<file path="src/rtl/mau_pkg.sv">
// Shared encodings and helpers for the memory access unit (mem_access_unit).
package mau_pkg;

    localparam int unsigned DT_W    = 2;
    localparam int unsigned BASE_W  = 32;
    localparam int unsigned BCNT_W  = 3;

    typedef enum logic [DT_W-1:0] {
        DT_BYTE    = 2'b00,
        DT_HALF    = 2'b01,
        DT_WORD    = 2'b10,
        DT_ILLEGAL = 2'b11
    } dt_e;

    typedef enum logic [2:0] {
        IDLE = 3'd0,
        BUS  = 3'd1,
        GAP  = 3'd2,
        DONE = 3'd3,
        ERR  = 3'd4
    } state_e;

    // Number of bytes moved for a given size code.
    function automatic logic [BCNT_W-1:0] byte_count(input logic [DT_W-1:0] dt);
        case (dt)
            DT_BYTE: return 3'd1;
            DT_HALF: return 3'd2;
            default: return 3'd4;
        endcase
    endfunction

endpackage

</file>
<file path="src/rtl/mau_extend.sv">
// Zero/sign extension of an assembled 8/16/32-bit load value to DATA_W.
module mau_extend
    import mau_pkg::*;
#(
    parameter int unsigned DATA_W = 32
) (
    input  logic [BASE_W-1:0] i_val,
    input  logic [DT_W-1:0]   i_dt,
    input  logic              i_sext,
    output logic [DATA_W-1:0] o_val_c
);

    always_comb begin
        o_val_c = '0;
        case (i_dt)
            DT_BYTE: begin
                o_val_c      = {DATA_W{i_sext & i_val[7]}};
                o_val_c[7:0] = i_val[7:0];
            end
            DT_HALF: begin
                o_val_c       = {DATA_W{i_sext & i_val[15]}};
                o_val_c[15:0] = i_val[15:0];
            end
            default: begin
                o_val_c       = {DATA_W{i_sext & i_val[31]}};
                o_val_c[31:0] = i_val;
            end
        endcase
    end

endmodule

</file>
<file path="src/rtl/mem_access_unit.sv">
// Byte-serial big-endian load/store engine with per-byte MOV/MOC handshake.
// Optional MAU_ALIGN_CHECK_EN rejects misaligned halfword/word requests.
module mem_access_unit
    import mau_pkg::*;
#(
    parameter int unsigned ADDR_W  = 8,
    parameter int unsigned DATA_W  = 32,
    parameter int unsigned TIMEOUT = 15
) (
    input  logic              clk,
    input  logic              clr,
    input  logic              req,
    input  logic              rw,
    input  logic [DT_W-1:0]   dt,
    input  logic              sext,
    input  logic [ADDR_W-1:0] addr,
    input  logic [DATA_W-1:0] wdata,
    output logic              busy,
    output logic              done,
    output logic              err,
    output logic [DATA_W-1:0] rdata,
    output logic              mem_mov,
    output logic              mem_rw,
    output logic [ADDR_W-1:0] mem_addr,
    output logic [7:0]        mem_wdata,
    input  logic [7:0]        mem_rdata,
    input  logic              mem_moc
);

    localparam int unsigned WAIT_W = (TIMEOUT < 2) ? 1 : $clog2(TIMEOUT);

    state_e              r_state;
    logic [DT_W-1:0]     r_dt;
    logic                r_sext;
    logic [ADDR_W-1:0]   r_addr;
    logic [DATA_W-1:0]   r_wdata;
    logic [1:0]          r_idx;
    logic [WAIT_W-1:0]   r_wait;
    logic [BASE_W-1:0]   r_shift;

    logic [BCNT_W-1:0]   w_n;
    logic [1:0]          w_k;
    logic [1:0]          w_acc_k;
    logic                w_last;
    logic                w_misalign;
    logic [BASE_W-1:0]   w_shift_next;
    logic [DATA_W-1:0]   w_ext;

    // w_k is the big-endian byte position of the current transfer index.
    assign w_n     = byte_count(r_dt);
    assign w_k     = 2'(w_n - 3'd1 - {1'b0, r_idx});
    assign w_acc_k = 2'(byte_count(dt) - 3'd1);
    assign w_last  = ({1'b0, r_idx} == (w_n - 3'd1));

`ifdef MAU_ALIGN_CHECK_EN
    assign w_misalign = ((dt == DT_HALF) && addr[0]) ||
                        ((dt == DT_WORD) && (addr[1:0] != 2'b00));
`else
    assign w_misalign = 1'b0;
`endif

    // Shift register with the byte arriving this cycle merged in.
    always_comb begin
        w_shift_next = r_shift;
        w_shift_next[{w_k, 3'b000} +: 8] = mem_rdata;
    end

    mau_extend #(.DATA_W(DATA_W)) u_extend (
        .i_val   (w_shift_next),
        .i_dt    (r_dt),
        .i_sext  (r_sext),
        .o_val_c (w_ext)
    );

    always_ff @(posedge clk or posedge clr) begin
        if (clr) begin
            r_state   <= IDLE;
            r_dt      <= DT_BYTE;
            r_sext    <= 1'b0;
            r_addr    <= '0;
            r_wdata   <= '0;
            r_idx     <= '0;
            r_wait    <= '0;
            r_shift   <= '0;
            busy      <= 1'b0;
            done      <= 1'b0;
            err       <= 1'b0;
            rdata     <= '0;
            mem_mov   <= 1'b0;
            mem_rw    <= 1'b0;
            mem_addr  <= '0;
            mem_wdata <= '0;
        end else begin
            done <= 1'b0;
            err  <= 1'b0;
            case (r_state)
                IDLE: begin
                    if (req) begin
                        r_dt    <= dt;
                        r_sext  <= sext;
                        r_addr  <= addr;
                        r_wdata <= wdata;
                        r_idx   <= '0;
                        r_wait  <= '0;
                        r_shift <= '0;
                        mem_rw  <= rw;
                        busy    <= 1'b1;
                        if ((dt == DT_ILLEGAL) || w_misalign) begin
                            r_state <= ERR;
                            err     <= 1'b1;
                        end else begin
                            r_state   <= BUS;
                            mem_mov   <= 1'b1;
                            mem_addr  <= addr;
                            mem_wdata <= 8'(wdata >> {w_acc_k, 3'b000});
                        end
                    end
                end
                BUS: begin
                    if (mem_moc) begin
                        r_wait  <= '0;
                        mem_mov <= 1'b0;
                        if (mem_rw) r_shift <= w_shift_next;
                        if (w_last) begin
                            r_state <= DONE;
                            done    <= 1'b1;
                            if (mem_rw) rdata <= w_ext;
                        end else begin
                            r_state <= GAP;
                            r_idx   <= 2'(r_idx + 2'd1);
                        end
                    end else if (r_wait == WAIT_W'(TIMEOUT - 1)) begin
                        r_state <= ERR;
                        err     <= 1'b1;
                        mem_mov <= 1'b0;
                        r_wait  <= '0;
                    end else begin
                        r_wait <= WAIT_W'(r_wait + 1'b1);
                    end
                end
                GAP: begin
                    r_state   <= BUS;
                    r_wait    <= '0;
                    mem_mov   <= 1'b1;
                    mem_addr  <= ADDR_W'(r_addr + ADDR_W'(r_idx));
                    mem_wdata <= 8'(r_wdata >> {w_k, 3'b000});
                end
                DONE, ERR: begin
                    r_state <= IDLE;
                    busy    <= 1'b0;
                end
                default: r_state <= IDLE;
            endcase
        end
    end

endmodule

</file>
<file path="config.mk">
export PLATFORM = sky130hd
export DESIGN_NAME = mem_access_unit
export DESIGN_NICKNAME = d
export VERILOG_FILES = /design/src/rtl/mau_pkg.sv /design/src/rtl/mau_extend.sv /design/src/rtl/mem_access_unit.sv
export SDC_FILE = /design/constraint.sdc
export NUM_CORES = 1
export LEC_CHECK = 0
export ABC_AREA = 1
export ABC_CLOCK_PERIOD_IN_PS = 13500
export BUFFER_PORTS_ARGS = -buffer_cell sky130_fd_sc_hd__buf_2
export CAP_MARGIN = 20
export CORE_AREA = 2 2 167 169
export CTS_CLUSTER_DIAMETER = 100
export DETAILED_ROUTE_END_ITERATION = 10
export DIE_AREA = 0 0 169 171
export PLACE_DENSITY = 0.45
export SLEW_MARGIN = 25
export SYNTH_ARGS = -nofsm -noshare
export SYNTH_HDL_FRONTEND = slang
export SYNTH_SLANG_ARGS = --single-unit
export TNS_END_PERCENT = 30
</file>
<file path="constraint.sdc">
create_clock -name clk -period 13.5 [get_ports clk]
set_clock_uncertainty 0.2 [all_clocks]
set_input_delay 1.35 -clock clk [delete_from_list [all_inputs] [get_ports clk]]
set_output_delay 1.35 -clock clk [all_outputs]
set_load 0.005 [all_outputs]
</file>
# After elaboration in Yosys (flattened, before gate mapping)
# Index checks and enable logic that the tools add are counted.
[op_classes]
addsub = 7
n_mul = 0
n_div = 0
magnitude_cmp = 0
eq_ne = 15
shift = 4
n_mux = 43
n_bitwise = 2
reduce_logical = 17
[ops]
columns = ["operator", "n"]
rows = [
  ["32-bit one-hot mux with 2 select lines", 2],
  ["32-bit two-way mux", 3],
  ["32-bit by 5-bit >> shifter with 8-bit output", 2],
  ["32-bit bitwise mux", 1],
  ["8-bit two-way mux", 4],
  ["8-bit one-hot mux with 2 select lines", 2],
  ["8-bit by 7-bit variable shift with 32-bit output, first input constant", 1],
  ["8-bit by 7-bit variable part select with 32-bit output", 1],
  ["4-bit AND reduction", 4],
  ["1-bit two-way mux", 13],
  ["3-bit two-way mux", 4],
  ["4-bit two-way mux", 3],
  ["4-bit one-hot mux with 3 select lines", 1],
  ["2-bit inequality test, second input constant", 5],
  ["3-bit one-hot mux with 3 select lines", 1],
  ["8-bit by 2-bit adder with 8-bit output", 1],
  ["2-bit one-hot mux with 2 select lines", 2],
  ["2-bit AND reduction", 4],
  ["5-bit negation with 7-bit output", 1],
  ["3-bit by 2-bit equality test with 1-bit output, second input constant", 2],
  ["2-bit two-way mux", 3],
  ["3-bit one-hot mux with 2 select lines", 1],
  ["2-bit nonzero test", 3],
  ["4-bit by 1-bit adder with 4-bit output, second input constant", 1],
  ["other kinds (19)", 23],
]
[word_totals]
register_bits = 137
latchBits = 0
ramBits = 0
mem_bits_ro = 0
input_bits = 56
output_inout_bits = 53
word_cells = 104
memories = 0

# Longest topological paths before layout
# Gate-level depths: netlist of run 1.
[logic_depth]
ltp_word = 10
ltp_mapped = 18

# Modules after synthesis
# Synthesis of run 1 repeated with hierarchy kept, for this count alone.
[unflattened]
hier_cells = 952
area_unflattened_um2 = 7267.0
[modules_own_cells]
columns = ["module", "n_inst", "cells_each", "area_per_inst_um2", "seq_area_each_um2"]
rows = [
  ["mem_access_unit", 1, 880, 6800.3, 3428.3],
  ["mau_extend", 1, 72, 466.7, 0.0],
]

# Worst setup path before layout of run 1
# OpenSTA, ideal clock, no wires.
[synth_path]
path_type = "register to register"
startpoint = "reg r_dt[1]"
endpoint = "reg rdata[17]"
setup_ps = 63
t_arrival_ps = 2842
required_time_ps = 13237
path_slack_ps = 10395
stages_incl_launch_ff = 17
period_less_slack_ps = 3105
cell_sequence = "dfrtp_1 > nor2_2 > inv_1 > ha_1 > inv_1 > nand2_1 > nand2_1 > xor2_1 > ha_1 > buf_1 > clkbuf_1 > nand3_1 > o22ai_1 > nand2_1 > nand3_1 > nand2_1 > inv_1"
[synth_between]
elab_chain_len = 9
word_cells_on_any_way = 14
cone_classes = "3 x add/sub; 2 x eq/ne; 2 x shift; 3 x mux; 2 x bitwise; 2 x reduce/logical"
[synth_lines]
columns = ["element", "line_no", "source"]
rows = [
  ["start: declaration", "mem_access_unit.sv:33", "logic [DT_W-1:0] r_dt;"],
  ["start signal: assignment", "mem_access_unit.sv:99", "r_dt <= dt;"],
  ["2-bit by 1-bit equality test with 1-bit output / 2-bit logical NOT (equally long branches)", "mau_pkg.sv:25, mau_extend.sv:15", ""],
  ["3-bit one-hot mux with 2 select lines", "mau_pkg.sv:25", "case (dt)"],
  ["3-bit by 1-bit subtractor with 3-bit output", "mem_access_unit.sv:53", "assign w_last = ({1'b0, r_idx} == (w_n - 3'd1));"],
  ["2-bit subtractor", "mem_access_unit.sv:51", "assign w_k = 2'(w_n - 3'd1 - {1'b0, r_idx});"],
  ["5-bit negation with 7-bit output", "mem_access_unit.sv:65", "w_shift_next[{w_k, 3'b000} +: 8] = mem_rdata;"],
  ["8-bit by 7-bit variable part select with 32-bit output / 8-bit by 7-bit variable shift with 32-bit output (equally long branches)", "mem_access_unit.sv:65", ""],
  ["32-bit bitwise mux", "mem_access_unit.sv:65", ""],
  ["1-bit AND (on tied branches)", "mau_extend.sv:21, mau_extend.sv:17", ""],
  ["32-bit one-hot mux with 2 select lines", "mau_extend.sv:15", "case (i_dt)"],
  ["end signal: assignment", "mem_access_unit.sv:127", "if (mem_rw) rdata <= w_ext;"],
  ["end: declaration", "mem_access_unit.sv:21", "output logic [DATA_W-1:0] rdata,"],
]
# Parallel ways exist; a longest one is shown, timed or not.
# A chain may end at the register's enable or synchronous reset.

# Worst setup path in the final report of run 1
[layout_path]
startpoint = "reg r_dt[1]"
endpoint = "reg rdata[31]"
# The elaborated chain is that of the path after synthesis.

==> impl.org, run 1 <==
** Floorplanning
- Die X :: 169 um
- Initial core utilization :: 0.254
- Die Area :: 28900 sq um
- The floorplan step set the die height to 171 um.
- Core Box Area :: 27300 sq um
- Number of top-level pins :: 109
- Cell Rows :: 61

** Critical path
- The critical path is of the flop to flop type.
- The worst setup path is launched from a flop.
- Reg-to-reg critical path startpoint :: r_dt[1]$_DFFE_PP0P_
- Worst path required time :: 13.66 ns
- In this run the worst setup path begins at r_dt[1]$_DFFE_PP0P_.
- Type of destination of the critical path :: flop
- Counting cells, the worst reg-to-reg path comes to 16.
- Reg-to-reg endpoint :: rdata[31]$_DFFE_PP0P_
- In this run the worst path has a maximum fanout of 10.
- The most critical setup path has its endpoint at rdata[31]$_DFFE_PP0P_.
- At the worst endpoint, the arrival time is about 4.0 ns.
- Worst-case register-to-register setup slack :: ~9.7 ns

** Yosys
- Number of distinct library cells after synthesis :: 35
- Counting flops and latches in the post-synthesis netlist gives 137.
- Of all cell types, the one taking the most synthesized area is sky130_fd_sc_hd__dfrtp_1.
- Post-synth top area share :: 0.494
- Leading post-synthesis cells by cell area :: sky130_fd_sc_hd__dfrtp_1 49%, sky130_fd_sc_hd__nand2_1 15%, sky130_fd_sc_hd__o21ai_0 6.8%, sky130_fd_sc_hd__inv_1 5.9%, sky130_fd_sc_hd__nand3_1 4.8%
- Post-synth net total :: 959
- Dividing the synthesized area by the synthesized cell count gives 7.77 sq um.
- Yosys printed 0 warnings.
- In this run the cell area of the synthesized design comes to about 7000 sq um.
- Number of instances in the synthesized netlist :: between 800 and 900
- Of the synthesized area, sequential elements account for 0.494.

** Global routing
- Largest net degree at the start of global routing :: 79
- First-pass GRT wire length :: between 30000 and 40000 um
- Number of antenna violations at the first check in global routing :: 0
- Grt ovf :: 0
- GRT Util Overall :: 0.144
- The via count of the first global-routing pass is around 5.8k.

** Power
- Worst vdd rail ir drop :: 119 uV
- Static leakage :: about 4.1 nW
- Power density normalized to cell area :: 243 nW/um^2

** Finish
- The filler cells instantiated in the layout total 3030.
- At the end of the flow, the number of nets in the layout was 1047.
- Layout overhead on the synthesized area :: 19.7%
- In the final layout, the share of cells above drive strength 1 is 0.178.
- Final Core Density :: 0.304
- Count of non-filler cells in the finished layout :: ~1.3k
- Antenna cells :: 0
- Leaving out fill and tap cells, the most frequent cell in the layout is sky130_fd_sc_hd__nand2_1.
- The top cell types in the final layout, fill and taps aside, are 273 x sky130_fd_sc_hd__nand2_1, 137 x sky130_fd_sc_hd__dfrtp_1, 108 x sky130_fd_sc_hd__inv_1, 108 x sky130_fd_sc_hd__buf_2, 95 x sky130_fd_sc_hd__o21ai_0.
- Combined area of the multi-input logic cells :: ~2800 sq um
- The sequential cells in the finished layout cover a total of 3430 sq um.

** Flow run
- Max-cap violations in this run came to 0.

** Drt
- Wires add up to 19900 um.
- The count of nets left with antenna violations once routing finished came out at 0.
- Total via count after detailed routing :: 5923
- Drt initial violations :: roughly 360
- Number of iterations in the first detailed-routing pass :: 5
- Average via count per standard cell :: 4.42
- Residual DRC :: 0
- After detailed routing, the average wire length per cell comes to 14.9 um.

** Timing
- Unrepaired setup endpoints after global routing :: false
- For the pin with the worst max-slew slack, the measured transition is between 0.9 and 1 ns.
- Setup TNS after final layout :: 0 ns
- Max Fclk :: around 0.26 GHz
- Max-slew violation count :: 0
- Part of the cycle the worst path needs :: 0.285
- The clock period could shrink to between 3 and 4 ns.
- Final setup margin :: 9.65 ns
- Setup violations remaining at the end of the flow were counted as 0.
- Measured against its own limit, the worst slew margin works out to 0.333.
- Final Hold Vio Count :: 0

** CTS
- TritonCTS clock tree :: yes
- Clock-pin slew on the worst setup and hold paths :: 0.06 ns
- The number of gates resized after CTS was 0.
- Buffers inserted during clock tree synthesis total 17.
- CTS Hold Buffers Added :: 0
- Maximum number of buffers from clock root to sink :: 2
- CTS built an H-tree with a depth of 4.
- The tree is rooted in a sky130_fd_sc_hd__clkbuf_16.
- Number of clock sinks :: 137
- Clk_lat worst skew :: 0.42 ns
- The number of setup buffers added after CTS is 0.

** Placed design
- Placed wire-length estimate :: roughly 13000 um
- Before CTS, the worst setup slack after placement is 9.65 ns.
- Last weighted congestion value of the routability-driven placer :: 0.752
- After detailed placement, the design holds a cell count of 1308.
- # port buffers :: around 110

** Worst hold path
- Hold Path Class :: flop to flop

** Status
- Outcome :: complete, no violations
## flip-flops by register name (all words and copies together), names as in the netlist
signal     cells
done           1
r_wait         4
r_dt           2
r_idx          2
mem_addr       8
r_shift       32
err            1
r_wdata       32
busy           1
mem_rw         1
mem_wdata      8
r_addr         8
r_sext         1
rdata         32
mem_mov        1
r_state        3
## cell usage after synthesis
cell type                  number
sky130_fd_sc_hd__nand2_2        2
sky130_fd_sc_hd__and3_1         1
sky130_fd_sc_hd__o41ai_1        1
sky130_fd_sc_hd__a22oi_1        2
sky130_fd_sc_hd__o21ai_0       95
sky130_fd_sc_hd__or2_2         10
sky130_fd_sc_hd__buf_2         21
sky130_fd_sc_hd__buf_1          2
sky130_fd_sc_hd__xnor2_1        1
sky130_fd_sc_hd__dfrtp_1      137
sky130_fd_sc_hd__o31ai_1        3
sky130_fd_sc_hd__nand2_1      273
sky130_fd_sc_hd__nor2_2         4
sky130_fd_sc_hd__xor2_1         4
sky130_fd_sc_hd__nand3_1       67
sky130_fd_sc_hd__or2_1          7
sky130_fd_sc_hd__o21ai_1       27
sky130_fd_sc_hd__buf_4          4
sky130_fd_sc_hd__nor2_1        24
sky130_fd_sc_hd__a31oi_1        1
sky130_fd_sc_hd__o21ai_2        2
sky130_fd_sc_hd__nand2_4        2
sky130_fd_sc_hd__nand3_4        1
sky130_fd_sc_hd__xnor2_2        1
sky130_fd_sc_hd__inv_1        110
sky130_fd_sc_hd__a21oi_1       36
sky130_fd_sc_hd__fa_1           1
sky130_fd_sc_hd__buf_6          5
sky130_fd_sc_hd__nor3_1         2
sky130_fd_sc_hd__inv_2          8
sky130_fd_sc_hd__ha_1           9
sky130_fd_sc_hd__nor2_4         2
sky130_fd_sc_hd__nand4_1        2
sky130_fd_sc_hd__o22ai_1       14
sky130_fd_sc_hd__clkbuf_1      12
## per-layer routing
layer | wire length [um] | track usage
met1 | 9890 | 0.205
met2 | 8990 | 0.223
met3 | 895 | 0.0328
met4 | 137 | 0.0312
met5 | 0 | 0
## power by group
group,leakage (nW),total [mW],internal [mW],switching [mW]
Sequential,1.77,0.640,0.564,0.0760
Clock,0.280,0.478,0.277,0.201
Combinational,2.09,0.900,0.274,0.626
## area by class of cell
type | instances | share of cell area
clock inverter | 14 | 0.0197
timing repair buffer | 113 | 0.0696
clock buffer | 18 | 0.0517
multi-input combinational | 594 | 0.340
inverter | 118 | 0.0539
tap | 346 | 0.0521
sequential | 137 | 0.413
## cells by family after synthesis
kind of cell / synth area share
fa+ha+maj: 0.0191
xor+xnor: 0.00865
flops: 0.494
buf+inv: 0.0990
simple gates: 0.243
compound gates: 0.137
## critical path, stage by stage, from the launching register on
cell	delay, ns
sky130_fd_sc_hd__dfrtp_1	0.43
sky130_fd_sc_hd__nor2_2	0.21
sky130_fd_sc_hd__inv_1	0.06
sky130_fd_sc_hd__ha_1	0.30
sky130_fd_sc_hd__inv_1	0.06
sky130_fd_sc_hd__nand2_1	0.04
sky130_fd_sc_hd__nand2_1	0.15
sky130_fd_sc_hd__xor2_1	0.76
sky130_fd_sc_hd__ha_1	0.49
sky130_fd_sc_hd__nand2_1	0.09
sky130_fd_sc_hd__nor2_1	0.44
sky130_fd_sc_hd__nand3_1	0.14
sky130_fd_sc_hd__o21ai_0	0.13
sky130_fd_sc_hd__nand2_1	0.08
sky130_fd_sc_hd__nand3_1	0.11
sky130_fd_sc_hd__nand2_1	0.06
sky130_fd_sc_hd__inv_1	0.05
## through the flow
step	instance area, sq um	power, mW	hold WS [ns]
floorplan	6940	1.30	0.242
global placement	7710	1.55	0.254
detailed placement	7710	1.56	0.259
CTS	8310	2.05	0.275
global route	8310	2.21	0.289
finish	8310	2.02	0.271
## worst min-delay path by stage
| stage | startpoint | end | slack (ns) | cells after the start |
|---|---|---|---|---|
| CTS | r_wdata[31]$_DFFE_PP0P_ | r_wdata[31]$_DFFE_PP0P_ | 0.27 | 2 |
| finish | r_wdata[31]$_DFFE_PP0P_ | r_wdata[31]$_DFFE_PP0P_ | 0.27 | 2 |
| global route | r_wdata[31]$_DFFE_PP0P_ | r_wdata[31]$_DFFE_PP0P_ | 0.29 | 2 |
| floorplan | r_wdata[26]$_DFFE_PP0P_ | r_wdata[26]$_DFFE_PP0P_ | 0.24 | 2 |
| detailed placement | r_wdata[31]$_DFFE_PP0P_ | r_wdata[31]$_DFFE_PP0P_ | 0.26 | 2 |
| global placement | r_wdata[27]$_DFFE_PP0P_ | r_wdata[27]$_DFFE_PP0P_ | 0.25 | 2 |
No activity file was read; power rests on OpenSTA's default activity.
==> inputs of run 2 (changes only) <==
--- a/config.mk
+++ b/config.mk
@@ -5,15 +5,15 @@
 export SDC_FILE = /design/constraint.sdc
 export NUM_CORES = 1
 export LEC_CHECK = 0
-export ABC_AREA = 1
-export ABC_CLOCK_PERIOD_IN_PS = 13500
+export ABC_AREA = 0
+export ABC_CLOCK_PERIOD_IN_PS = 3150
 export BUFFER_PORTS_ARGS = -buffer_cell sky130_fd_sc_hd__buf_2
 export CAP_MARGIN = 20
-export CORE_AREA = 2 2 167 169
+export CORE_AREA = 2 2 164 166
 export CTS_CLUSTER_DIAMETER = 100
 export DETAILED_ROUTE_END_ITERATION = 10
-export DIE_AREA = 0 0 169 171
-export PLACE_DENSITY = 0.45
+export DIE_AREA = 0 0 166 168
+export PLACE_DENSITY = 0.47
 export SLEW_MARGIN = 25
 export SYNTH_ARGS = -nofsm -noshare
 export SYNTH_HDL_FRONTEND = slang
==> constraint.sdc (replaced) <==
create_clock -name clk -period 3.15 [get_ports clk]
set_clock_uncertainty 0.2 [all_clocks]
set_input_delay 0.315 -clock clk [delete_from_list [all_inputs] [get_ports clk]]
set_output_delay 0.315 -clock clk [all_outputs]
set_load 0.005 [all_outputs]
==> impl.org, run 2 <==
** Status
- Outcome :: complete, no violations (unchanged)

** Timing
- Final Hold Vio Count :: 0 (unchanged)
- The setup TNS is 0 ns (unchanged).
- Clock period minus worst slack :: 3.03 ns (was 3.85 ns)
- Worst slew slack as a fraction of its limit :: 0.496 (was 0.333)
- The max-slew violation count is 0 (unchanged).
- The post-route worst hold slack is 0.0305 ns (was 0.271 ns).
- Part of the cycle the worst path needs :: 0.963 (was 0.285)
- The achievable frequency is 0.330 GHz (was 0.260 GHz).
- The actual transition at the worst max-transition pin was 0.756 ns (was 0.997 ns).
- The final worst slack was 0.116 ns (was 9.65 ns).
- The count of final setup violators was 0 (unchanged).

** Placed design
- Cells after DPL :: 1038 (was 1308)
- The routability congestion estimate was 0.745 (was 0.752).
- Placed wire-length estimate :: 12600 um (was 13100 um)
- # port buffers :: 108 (unchanged)
- Setup slack after placement :: 0.0466 ns (was 9.65 ns)
- The placed cell area is 7790 sq um (was 7710 sq um).

** Power
- The total chip power came to 9.65 mW (was 2.02 mW).
- The highest ir drop seen on vdd is 469 uV (was 119 uV).
- Static leakage :: 3.94 nW (was 4.14 nW)
- Power density normalized to cell area :: 1090 nW/um^2 (was 243 nW/um^2)

** Critical path
- The endpoint arrival time on the critical path is 3.13 ns (was 4.01 ns).
- The peak fanout along the critical path was 16 (was 10).
- The element type at the critical path end is a flop (unchanged).
- Kind of critical path :: flop to flop (unchanged)
- Worst path required time :: 3.25 ns (was 13.66 ns)
- The kind of launch point of the worst setup path is a flop (unchanged).

** Finish
- Leading registers by flop count: r_shift: 32 flops, r_wdata: 32 flops, rdata: 32 flops (unchanged).
- Highest-count cells in the layout ignoring fill and taps :: 136 x sky130_fd_sc_hd__dfrtp_1, 108 x sky130_fd_sc_hd__buf_2, 54 x sky130_fd_sc_hd__mux2_2 (was 273 x sky130_fd_sc_hd__nand2_1, 137 x sky130_fd_sc_hd__dfrtp_1, 108 x sky130_fd_sc_hd__inv_1, 108 x sky130_fd_sc_hd__buf_2, 95 x sky130_fd_sc_hd__o21ai_0)
- The share of final-layout standard cells stronger than drive strength 1 came to 0.317 (was 0.178).
- Layout overhead on the synthesized area :: 32.8% (was 19.7%)
- Antenna cells :: 0 (unchanged)
- Final Core Density :: 0.337 (was 0.304)
- Count of non-filler cells in the finished layout :: 1114 (was 1340)
- Commonest non-fill, non-tap cell in the layout :: sky130_fd_sc_hd__dfrtp_1 (was sky130_fd_sc_hd__nand2_1)
- The area of all placed cells without fillers was 8880 sq um (was 8310 sq um).
- Net count of the finished layout :: 826 (was 1047)
- Fill cells :: 2635 (was 3030)

** Yosys
- Count of warnings emitted by yosys :: 0 (unchanged)
- Mux cell area share after synthesis :: 0.117 (was 0)
- Post-Synthesis Cell Area :: 6690 sq um (was 6940 sq um)
- Leading post-synthesis cells by cell area: sky130_fd_sc_hd__dfrtp_1 51%, sky130_fd_sc_hd__mux2_2 9.1%, sky130_fd_sc_hd__a22o_1 3.1%, sky130_fd_sc_hd__o21ai_0 2.8%, sky130_fd_sc_hd__o32a_1 2.4% (was sky130_fd_sc_hd__dfrtp_1 49%, sky130_fd_sc_hd__nand2_1 15%, sky130_fd_sc_hd__o21ai_0 6.8%, sky130_fd_sc_hd__inv_1 5.9%, sky130_fd_sc_hd__nand3_1 4.8%).
- The area share of fa/ha/maj cells after synthesis was 0.0198 (was 0.0191).
- Combinational family with the most area after synthesis :: compound AO/OA/AOI/OAI gates (was simple AND/OR/NAND/NOR gates)
- The top flip-flop cell by instance count after synthesis is sky130_fd_sc_hd__dfrtp_1 (unchanged).
- Average instance area after synthesis :: 11.2 sq um (was 7.77 sq um)
- Number of instances in the synthesized netlist :: 596 (was 893)
- The cell with the most instances after synthesis is sky130_fd_sc_hd__dfrtp_1 (was sky130_fd_sc_hd__nand2_1).
- Number of distinct library cells after synthesis :: 61 (was 35)
- Synth Area in Simple Gates :: 0.113 (was 0.243)
- Top post-synthesis cells by count: 137 x sky130_fd_sc_hd__dfrtp_1, 54 x sky130_fd_sc_hd__mux2_2, 42 x sky130_fd_sc_hd__nand2_1 (was 273 x sky130_fd_sc_hd__nand2_1, 137 x sky130_fd_sc_hd__dfrtp_1, 110 x sky130_fd_sc_hd__inv_1).
- Synthesis-stage register bit count :: 137 (unchanged)
- Post-synthesis sequential area ratio :: 0.513 (was 0.494)
- The count of flip-flops with a built-in enable after synthesis was 0 (unchanged).
- Cell type with the highest aggregate area in the netlist :: sky130_fd_sc_hd__dfrtp_1 (unchanged)
- Xor/xnor share of the synthesized area :: 0.00786 (was 0.00865)
- Post-synthesis compound-gate area fraction :: 0.188 (was 0.137)
- The fraction of registers with async set/reset was 1.00 (unchanged).
- The total nets after synthesis is 662 (was 959).
- The top-area cell type share of the netlist area was 0.513 (was 0.494).

** Global routing
- The via count of the first global-routing pass was 5448 (was 5751).
- Largest net degree at the start of global routing :: 138 (was 79)
- The global-route wire length before repair came to 31200 um (was 32300 um).
- The number of antenna violations at the first check in global routing is 0 (unchanged).
- The total global routing overflow is 0 (unchanged).
- GRT Util Overall :: 0.141 (was 0.144)

** CTS
- The clock-pin slew of the registers on the worst-case setup and hold paths came to 0.07 ns (was 0.06 ns).
- The number of levels in the clock H-tree is 4 (unchanged).
- Number of clock sinks :: 137 (unchanged)
- Maximum number of buffers from clock root to sink :: 2 (unchanged)
- Clk_lat worst skew :: 0.42 ns (about the same)
- TritonCTS clock tree :: yes (unchanged)
- The clock tree root driver cell is sky130_fd_sc_hd__clkbuf_16 (unchanged).
- Num CTS Buffers :: 17 (unchanged)

** Flow run
- The number of max-cap violations is 0 (unchanged).

** Floorplanning
- The number of top-level pins is 109 (unchanged).
- The initial standard-cell utilization of the core was 0.254 (about the same).
- The full die area came to 27900 sq um (was 28900 sq um).
- The site row count is 60 (was 61).
- Core Box Area :: 26400 sq um (was 27300 sq um)
- Die Height :: 168 um (was 171 um)
- Die X :: 166 um (was 169 um)

** Drt
- The remaining design rule violation count was 0 (unchanged).
- The average wire length per cell after detail routing is 17.6 um (was 14.9 um).
- The remaining number of nets flagged by the antenna check after routing was 0 (unchanged).
- Total wire length after detailed routing :: 19600 um (was 19900 um)
- Average via count per standard cell :: 4.79 (was 4.42)
- The via count was 5338 (was 5923).
- Number of iterations in the first detailed-routing pass :: 4 (was 5)
- The DRC marker count from the first detailed-route iteration is 305 (was 364).

** Worst hold path
- Hold Path Class :: input pin to flop (was flop to flop)
[run 2: cell types whose count changed after synthesis, sizes merged, moves of 17 or more]
cell,previous run,this run
a21oi,36,15
a22o,0,24
inv,118,21
mux2,0,58
nand2,277,42
nand3,68,12
o21ai,124,40
or2,17,0
[run 2: logic make-up (layout without fill, tap and decap cells)]
group,Yosys count,after routing
simple gates,140,140
mux,71,71
flops,137,137
buf+inv,63,240
fa+ha+maj,10,10
compound gates,169,169
xor+xnor,6,6
[run 2: report_power, final]
| part | total, mW | internal [mW] | switching (mW) |
|---|---|---|---|
| logic | 4.68 | 2.21 | 2.47 |
| clock network | 2.05 | 1.15 | 0.902 |
| registers | 2.92 | 2.45 | 0.473 |
| total | 9.65 | 5.81 | 3.84 |
[run 2: what timing repair did]
item,CTS,global route
buffers inserted,0,1
hold buffers,43,0
endpoints found under the hold margin,183,0
resized for setup,0,9
endpoints found under the setup margin,0,41
[run 2: final cells by class]
type	count	area, sq um	area share
clock buffers	18	439	0.0494
well taps	341	427	0.0480
flip-flops and latches	137	3430	0.386
multi-input cells	396	3050	0.343
repair buffers	186	1290	0.145
clock inverters	14	159	0.0179
inverters	22	86.3	0.00972
[run 2: worst paths after layout]
check | startpoint | end | slack (ns) | cells after the start
max | r_dt[0]$_DFFE_PP0P_ | rdata[31]$_DFFE_PP0P_ | 0.12 | 12
min | mem_rdata[6] | r_shift[22]$_DFFE_PP0P_ | 0.03 | 2
max reg2reg | r_dt[0]$_DFFE_PP0P_ | rdata[31]$_DFFE_PP0P_ | 0.12 | 12
min reg2reg | rdata[5]$_DFFE_PP0P_ | rdata[5]$_DFFE_PP0P_ | 0.28 | 1
max in group asynchronous | clr | r_dt[1]$_DFFE_PP0P_ | 1.74 | 4
min in group asynchronous | clr | done$_DFF_PP0_ | 0.47 | 4
[run 2: layer usage]
layer	routed length (um)	vias up	global-route usage	share of wire
li1	-	2550	-	-
met1	9290	2631	0.194	0.47
met2	9110	143	0.228	0.47
met3	943	14	0.0310	0.048
met4	215	0	0.0348	0.011
met5	0	-	0	0
[run 2: critical path: stages (launching register included)]
cell and delay, ns:
sky130_fd_sc_hd__dfrtp_1 0.41, sky130_fd_sc_hd__buf_6 0.15, sky130_fd_sc_hd__nand2b_1 0.13, sky130_fd_sc_hd__ha_4 0.22, sky130_fd_sc_hd__xnor2_2 0.22, sky130_fd_sc_hd__xnor2_2 0.13
sky130_fd_sc_hd__buf_4 0.15, sky130_fd_sc_hd__ha_1 0.18, sky130_fd_sc_hd__and4b_1 0.17, sky130_fd_sc_hd__a32o_1 0.28, sky130_fd_sc_hd__nor4bb_4 0.18, sky130_fd_sc_hd__buf_12 0.16
sky130_fd_sc_hd__o32a_1 0.33
